**src/rtl/uart_rx_param.sv**
```systemverilog
`default_nettype none
// ============================================================================
// Module   : uart_rx_param
// Brief    : Oversampling UART receiver with optional parity, stop-bit check,
//            break detection and a one-word holding register with overrun.
// Revision : 1.0
// ============================================================================
module uart_rx_param #(
    parameter int DATA_BITS      = 8,
    parameter int OVERSAMPLE     = 16,
    parameter int CLK_PER_SAMPLE = 163,
    parameter int PARITY         = 0,
    parameter int STOP_BITS      = 1
) (
    input  logic                 clk,
    input  logic                 rst_n,
    input  logic                 rx,
    output logic [DATA_BITS-1:0] datos,
    output logic                 valid,
    input  logic                 ready,
    output logic                 parity_err,
    output logic                 frame_err,
    output logic                 overrun,
    output logic                 busy
);

    localparam int c_DIV_W  = (CLK_PER_SAMPLE > 1) ? $clog2(CLK_PER_SAMPLE) : 1;
    localparam int c_TICK_W = $clog2(OVERSAMPLE);
    localparam int c_BIT_W  = $clog2(DATA_BITS + 1);

    localparam logic [c_DIV_W-1:0]  c_DIV_LAST  = c_DIV_W'(CLK_PER_SAMPLE - 1);
    localparam logic [c_TICK_W-1:0] c_HALF_LAST = c_TICK_W'(OVERSAMPLE / 2 - 1);
    localparam logic [c_TICK_W-1:0] c_FULL_LAST = c_TICK_W'(OVERSAMPLE - 1);
    localparam logic [c_BIT_W-1:0]  c_DATA_LAST = c_BIT_W'(DATA_BITS - 1);
    localparam logic [c_BIT_W-1:0]  c_STOP_LAST = c_BIT_W'(STOP_BITS - 1);

    localparam logic [2:0] c_ST_IDLE  = 3'd0;
    localparam logic [2:0] c_ST_START = 3'd1;
    localparam logic [2:0] c_ST_DATA  = 3'd2;
    localparam logic [2:0] c_ST_PAR   = 3'd3;
    localparam logic [2:0] c_ST_STOP  = 3'd4;
    localparam logic [2:0] c_ST_BREAK = 3'd5;

    logic                 rx_meta_q, rx_sync_q, rx_prev_q;
    logic [2:0]           state_q, state_d;
    logic [c_DIV_W-1:0]   div_q, div_d;
    logic [c_TICK_W-1:0]  tick_q, tick_d;
    logic [c_BIT_W-1:0]   bit_q, bit_d;
    logic [DATA_BITS-1:0] shift_q, shift_d;
    logic                 par_bit_q, par_bit_d;
    logic                 stop_err_q, stop_err_d;
    logic [DATA_BITS-1:0] datos_q, datos_d;
    logic                 valid_q, valid_d;
    logic                 perr_q, perr_d;
    logic                 ferr_q, ferr_d;
    logic                 ovr_q, ovr_d;

    logic w_tick;
    logic w_fall;
    logic w_sample;
    logic w_done;
    logic w_done_ferr;
    logic w_par_x;
    logic w_perr;

    assign w_tick  = (div_q == c_DIV_LAST);
    assign w_fall  = rx_prev_q & ~rx_sync_q;
    assign w_par_x = ^{shift_q, par_bit_q};
    assign w_perr  = (PARITY == 1) ? w_par_x : ((PARITY == 2) ? ~w_par_x : 1'b0);

    always_comb begin
        state_d     = state_q;
        div_d       = w_tick ? '0 : div_q + 1'b1;
        tick_d      = tick_q;
        bit_d       = bit_q;
        shift_d     = shift_q;
        par_bit_d   = par_bit_q;
        stop_err_d  = stop_err_q;
        w_sample    = 1'b0;
        w_done      = 1'b0;
        w_done_ferr = 1'b0;

        // Half a bit in START lands on the start-bit centre; full bits after that.
        if (state_q != c_ST_IDLE && state_q != c_ST_BREAK && w_tick) begin
            if (tick_q == ((state_q == c_ST_START) ? c_HALF_LAST : c_FULL_LAST)) begin
                w_sample = 1'b1;
                tick_d   = '0;
            end else begin
                tick_d = tick_q + 1'b1;
            end
        end

        case (state_q)
            c_ST_IDLE: begin
                if (w_fall) begin
                    state_d    = c_ST_START;
                    div_d      = '0;
                    tick_d     = '0;
                    bit_d      = '0;
                    stop_err_d = 1'b0;
                end
            end
            c_ST_START: begin
                if (w_sample) begin
                    state_d = rx_sync_q ? c_ST_IDLE : c_ST_DATA;
                end
            end
            c_ST_DATA: begin
                if (w_sample) begin
                    shift_d = {rx_sync_q, shift_q[DATA_BITS-1:1]};
                    if (bit_q == c_DATA_LAST) begin
                        bit_d   = '0;
                        state_d = (PARITY != 0) ? c_ST_PAR : c_ST_STOP;
                    end else begin
                        bit_d = bit_q + 1'b1;
                    end
                end
            end
            c_ST_PAR: begin
                if (w_sample) begin
                    par_bit_d = rx_sync_q;
                    state_d   = c_ST_STOP;
                end
            end
            c_ST_STOP: begin
                if (w_sample) begin
                    if (bit_q == c_STOP_LAST) begin
                        w_done      = 1'b1;
                        w_done_ferr = stop_err_q | ~rx_sync_q;
                        bit_d       = '0;
                        state_d     = rx_sync_q ? c_ST_IDLE : c_ST_BREAK;
                    end else begin
                        stop_err_d = stop_err_q | ~rx_sync_q;
                        bit_d      = bit_q + 1'b1;
                    end
                end
            end
            c_ST_BREAK: begin
                if (rx_sync_q) begin
                    state_d = c_ST_IDLE;
                end
            end
            default: state_d = c_ST_IDLE;
        endcase
    end

    // A completing frame may load in the same cycle the held word is taken.
    always_comb begin
        datos_d = datos_q;
        perr_d  = perr_q;
        ferr_d  = ferr_q;
        ovr_d   = ovr_q;
        valid_d = valid_q;
        if (valid_q && ready) begin
            valid_d = 1'b0;
            ovr_d   = 1'b0;
        end
        if (w_done) begin
            if (!valid_q || ready) begin
                datos_d = shift_q;
                perr_d  = w_perr;
                ferr_d  = w_done_ferr;
                valid_d = 1'b1;
            end else begin
                ovr_d = 1'b1;
            end
        end
    end

    always_ff @(posedge clk or negedge rst_n) begin
        if (!rst_n) begin
            rx_meta_q  <= 1'b1;
            rx_sync_q  <= 1'b1;
            rx_prev_q  <= 1'b1;
            state_q    <= c_ST_IDLE;
            div_q      <= '0;
            tick_q     <= '0;
            bit_q      <= '0;
            shift_q    <= '0;
            par_bit_q  <= 1'b0;
            stop_err_q <= 1'b0;
            datos_q    <= '0;
            valid_q    <= 1'b0;
            perr_q     <= 1'b0;
            ferr_q     <= 1'b0;
            ovr_q      <= 1'b0;
        end else begin
            rx_meta_q  <= rx;
            rx_sync_q  <= rx_meta_q;
            rx_prev_q  <= rx_sync_q;
            state_q    <= state_d;
            div_q      <= div_d;
            tick_q     <= tick_d;
            bit_q      <= bit_d;
            shift_q    <= shift_d;
            par_bit_q  <= par_bit_d;
            stop_err_q <= stop_err_d;
            datos_q    <= datos_d;
            valid_q    <= valid_d;
            perr_q     <= perr_d;
            ferr_q     <= ferr_d;
            ovr_q      <= ovr_d;
        end
    end

    assign datos      = datos_q;
    assign valid      = valid_q;
    assign parity_err = perr_q;
    assign frame_err  = ferr_q;
    assign overrun    = ovr_q;
    assign busy       = (state_q != c_ST_IDLE);

endmodule
`default_nettype wire

```
**config.mk**
```make
export PLATFORM = sky130hd
export DESIGN_NAME = uart_rx_param
export DESIGN_NICKNAME = d
export VERILOG_FILES = /design/src/rtl/uart_rx_param.sv
export SDC_FILE = /design/constraint.sdc
export NUM_CORES = 1
export LEC_CHECK = 0
export BUFFER_PORTS_ARGS = -buffer_cell sky130_fd_sc_hd__buf_2
export CORE_MARGIN = 10
export CORE_UTILIZATION = 37
export DETAILED_ROUTE_END_ITERATION = 12
export PLACE_DENSITY = 0.59
export SLEW_MARGIN = 20
export SYNTH_ARGS = -nofsm -noshare
export SYNTH_HDL_FRONTEND = slang
export SYNTH_SLANG_ARGS = --single-unit
```
**constraint.sdc**
```tcl
create_clock -name clk -period 1.9 [get_ports clk]
set_input_delay 0.38 -clock clk [delete_from_list [all_inputs] [get_ports clk]]
set_output_delay 0.38 -clock clk [all_outputs]
set_load 0.02 [all_outputs]
```
==> metrics.txt <==
router iterations before antenna repair=4; 1st-iter DRT viols=86; WL per Instance=~15 um; I/O pin count=17; Mean Syn Cell Area=between 10 and 15 um^2; Fin Setup TNS=-0.0348 ns; Num CTS Buffers=5; critical-path cell with the highest stage delay=dfrtp_1; sw power=approximately 0.55 mW; layout cell share with drive strength beyond 1=approximately 45%; Hold WC Path Type=in2async; Initial Util=38.5%; FILL cells=500; outcome=finished with violations; Finished Cell Area=~2900 um^2; max cap viols=0; # setup viols final=1; global-route wire length before repair=between 8000 and 9000 um; std cell rows=27; Slew Limit Fails=0; Worst Setup Slack, final=-0.0348 ns; peak supply drop=about 0.00053 V; Switching Share=between 20% and 30%; Worst EP arrival=roughly 2.1 ns; number of global-route vias before repair=1743; Worst EP required=2.09 ns; unrepaired setup endpoints after global routing=true; failing checks=negative setup slack; P per Cell Area=a little under 700 nW/um^2; core area=between 5000 and 6000 um^2; synthesized cell area=around 2100 um^2; Layout area overhead=34.0%; Cells after DPL=between 300 and 400; Setup crit start kind=flip-flop; Max Fanout on Critical Path=5; HPWL after DPL=about 3600 um; CTS tree=done; Die ar.=9250 um^2; synth warn=0; top-area cell type share of the netlist area=between 40 and 50%; Yosys cell types=57; fraction of registers with async set/reset=100%; Port-buffer cells=15; Most used DFF post-synth=dfrtp_1; CP endpoint kind=flip-flop; CTS Sinks=42; Skew-Pair Late Insertion Delay=around 0.3 ns; most common cell in the synthesized netlist=dfrtp_1; Clk pwr share=31.0%; endpoints failing hold=0; post-route ant nets=0; number of flops mapped to enable cells by yosys=0; sequential power share=a little over half; Synth area leader=dfrtp_1; largest net degree at the start of global routing=23; post-synthesis register bit count=42; clk root buf=clkbuf_8; Mapped Nets=roughly 200; Synth Instances=190; synth cell count leaders=dfrtp_1 (39), mux2_2 (18), nor2_1 (16); clk slew on worst S/H paths=0.09 ns; Top Family by Delay on Critical Path=simple AND/OR/NAND/NOR gates; dpl cell area=2610 um^2; Final min period=1.93 ns; Setup CP Type=reg2reg; worst path bufs/invs=2; Max Clk Rate=517 MHz; Die H=between 90 and 100 um; Post-Route Utilization=a little over 50%; CP Cell Sequence=inv_1, ha_1, nor3b_4, nand4_4, o31ai_2, buf_4, mux2_2; RePlAce Congestion=roughly 0.84; final wirelength=around 4900 um; GR Util All Layers=11.3%; n_diodes=0; Critical Path Max Stage Delay=0.38 ns; nets=262; initial antenna violation count=0; Fin Clk Skew=around 0.0066 ns; fin crit share=102%; measured slew at the worst slew-check pin=approximately 0.51 ns; sequential fraction of the synthesis area=around half; Post-route DRC=0; htree depth=2; synth top area cells=dfrtp_1 (45%), mux2_2 (9.4%), dfstp_2 (3.7%), ha_1 (2.9%), xor2_1 (2.9%); Slew headroom=65.8%; total gr overflow=0; Leak=between 1 and 1.5 nW; via count=around 1700; Die Span X=96.2 um; Pint=roughly 1.4 mW; vias per cell=between 5 and 6; final non-filler cell total=roughly 330; combinational fraction of design power=between 15 and 20%; Longest Clk Path Bufs=2
==> path summary, 6_finish.rpt <==
kind	slack, ns	cells after the start	from	to
worst max-delay path	-0.03	7	div_q[0]	bit_q[0]
worst min register to register	0.36	0	rx_meta_q	rx_sync_q
min in group clk	0.17	1	rx	rx_meta_q
worst min-delay path	0.04	1	rst_n	bit_q[3]
max in group asynchronous	1.23	2	rst_n	rx_sync_q
worst max register to register	-0.03	7	div_q[0]	bit_q[0]
==> routing by layer <==
metal | global-route usage, % | vias to the layer above | share of wire [%]
li1 | - | 812 | -
met1 | 15.2 | 815 | 50
met2 | 16.4 | 20 | 45
met3 | 2.65 | 9 | 2.2
met4 | 6.02 | 0 | 2.3
met5 | 0 | - | 0
==> registers in the layout (all words and copies together), names as in the netlist <==
signal and cells:
datos 8, frame_err 1, overrun 1, rx_prev_q 1
tick_q 4, stop_err_q 1, state_q 3, rx_meta_q 1
rx_sync_q 1, valid 1, shift_q 8, bit_q 4
div_q 8
==> power by group through the flow <==
stage	clock, mW	sequential [mW]	combinational [mW]
finish	0.607	1.02	0.332
global route	0.658	1.03	0.378
CTS	0.630	1.02	0.333
detailed placement	0	1.03	0.324
global placement	0	1.03	0.315
floorplan	0	1.05	0.150
==> cell type report <==
cell class | count | area [um^2] | area share (%)
multi-input cells | 134 | 1170 | 40.6
flip-flops and latches | 42 | 1060 | 36.7
inverters | 9 | 38.8 | 1.35
clock inverters | 3 | 23.8 | 0.826
clock buffers | 5 | 68.8 | 2.39
well taps | 72 | 90.1 | 3.13
repair buffers | 61 | 432 | 15.0
==> cell usage in the layout (no fill, tap or decap), types with 2 or more instances in the layout <==
master and n:
inv_2 2, ha_1 4, mux2i_1 2, mux2_2 9, clkbuf_8 5, clkinvlp_4 2
inv_1 6, dfrtp_1 38, nor2_1 16, o21ai_1 4, nand2b_1 3, inv_6 2
xor2_1 7, nor4_4 2, nand2_1 9, nand3b_1 2, or3_1 2, buf_2 15
nor3b_4 3, nand3_1 8, nor2b_1 4, nor3_1 3, buf_6 3, buf_4 43
a21oi_1 4, dfstp_2 3, and3_1 2, mux2_4 9, o21ai_0 5
==> kinds of logic (layout without fill, tap and decap cells) <==
| family | after synthesis | after routing | synth area share [%] |
|---|---|---|---|
| flops | 42 | 42 | 49.1 |
| compound gates | 34 | 34 | 11.3 |
| buf+inv | 14 | 78 | 3.44 |
| mux | 20 | 20 | 10.4 |
| other cells | 1 | 1 | 0.175 |
| fa+ha+maj | 5 | 5 | 2.91 |
| simple gates | 66 | 66 | 19.5 |
| xor+xnor | 8 | 8 | 3.26 |
==> stage by stage <==
step / worst slack [ns] / hold slack [ns] / total power [mW]
3_5_place_dp: -0.141 / 0.350 / 1.36
5_1_grt: -0.132 / 0.0778 / 2.07
6_report: -0.0348 / 0.0392 / 1.96
2_1_floorplan: -0.0265 / 0.0844 / 1.20
4_1_cts: -0.0444 / 0.0568 / 1.99
3_3_place_gp: -0.171 / 0.346 / 1.35
==> what timing repair did <==
item / CTS / global route
hold buffers: 0 / 0
gates cloned: 0 / 1
buffers inserted: 0 / 2
pin swaps: 4 / 7
setup endpoints to repair: 25 / 27
resized for setup: 12 / 26
(Power assumes the default switching activity.)
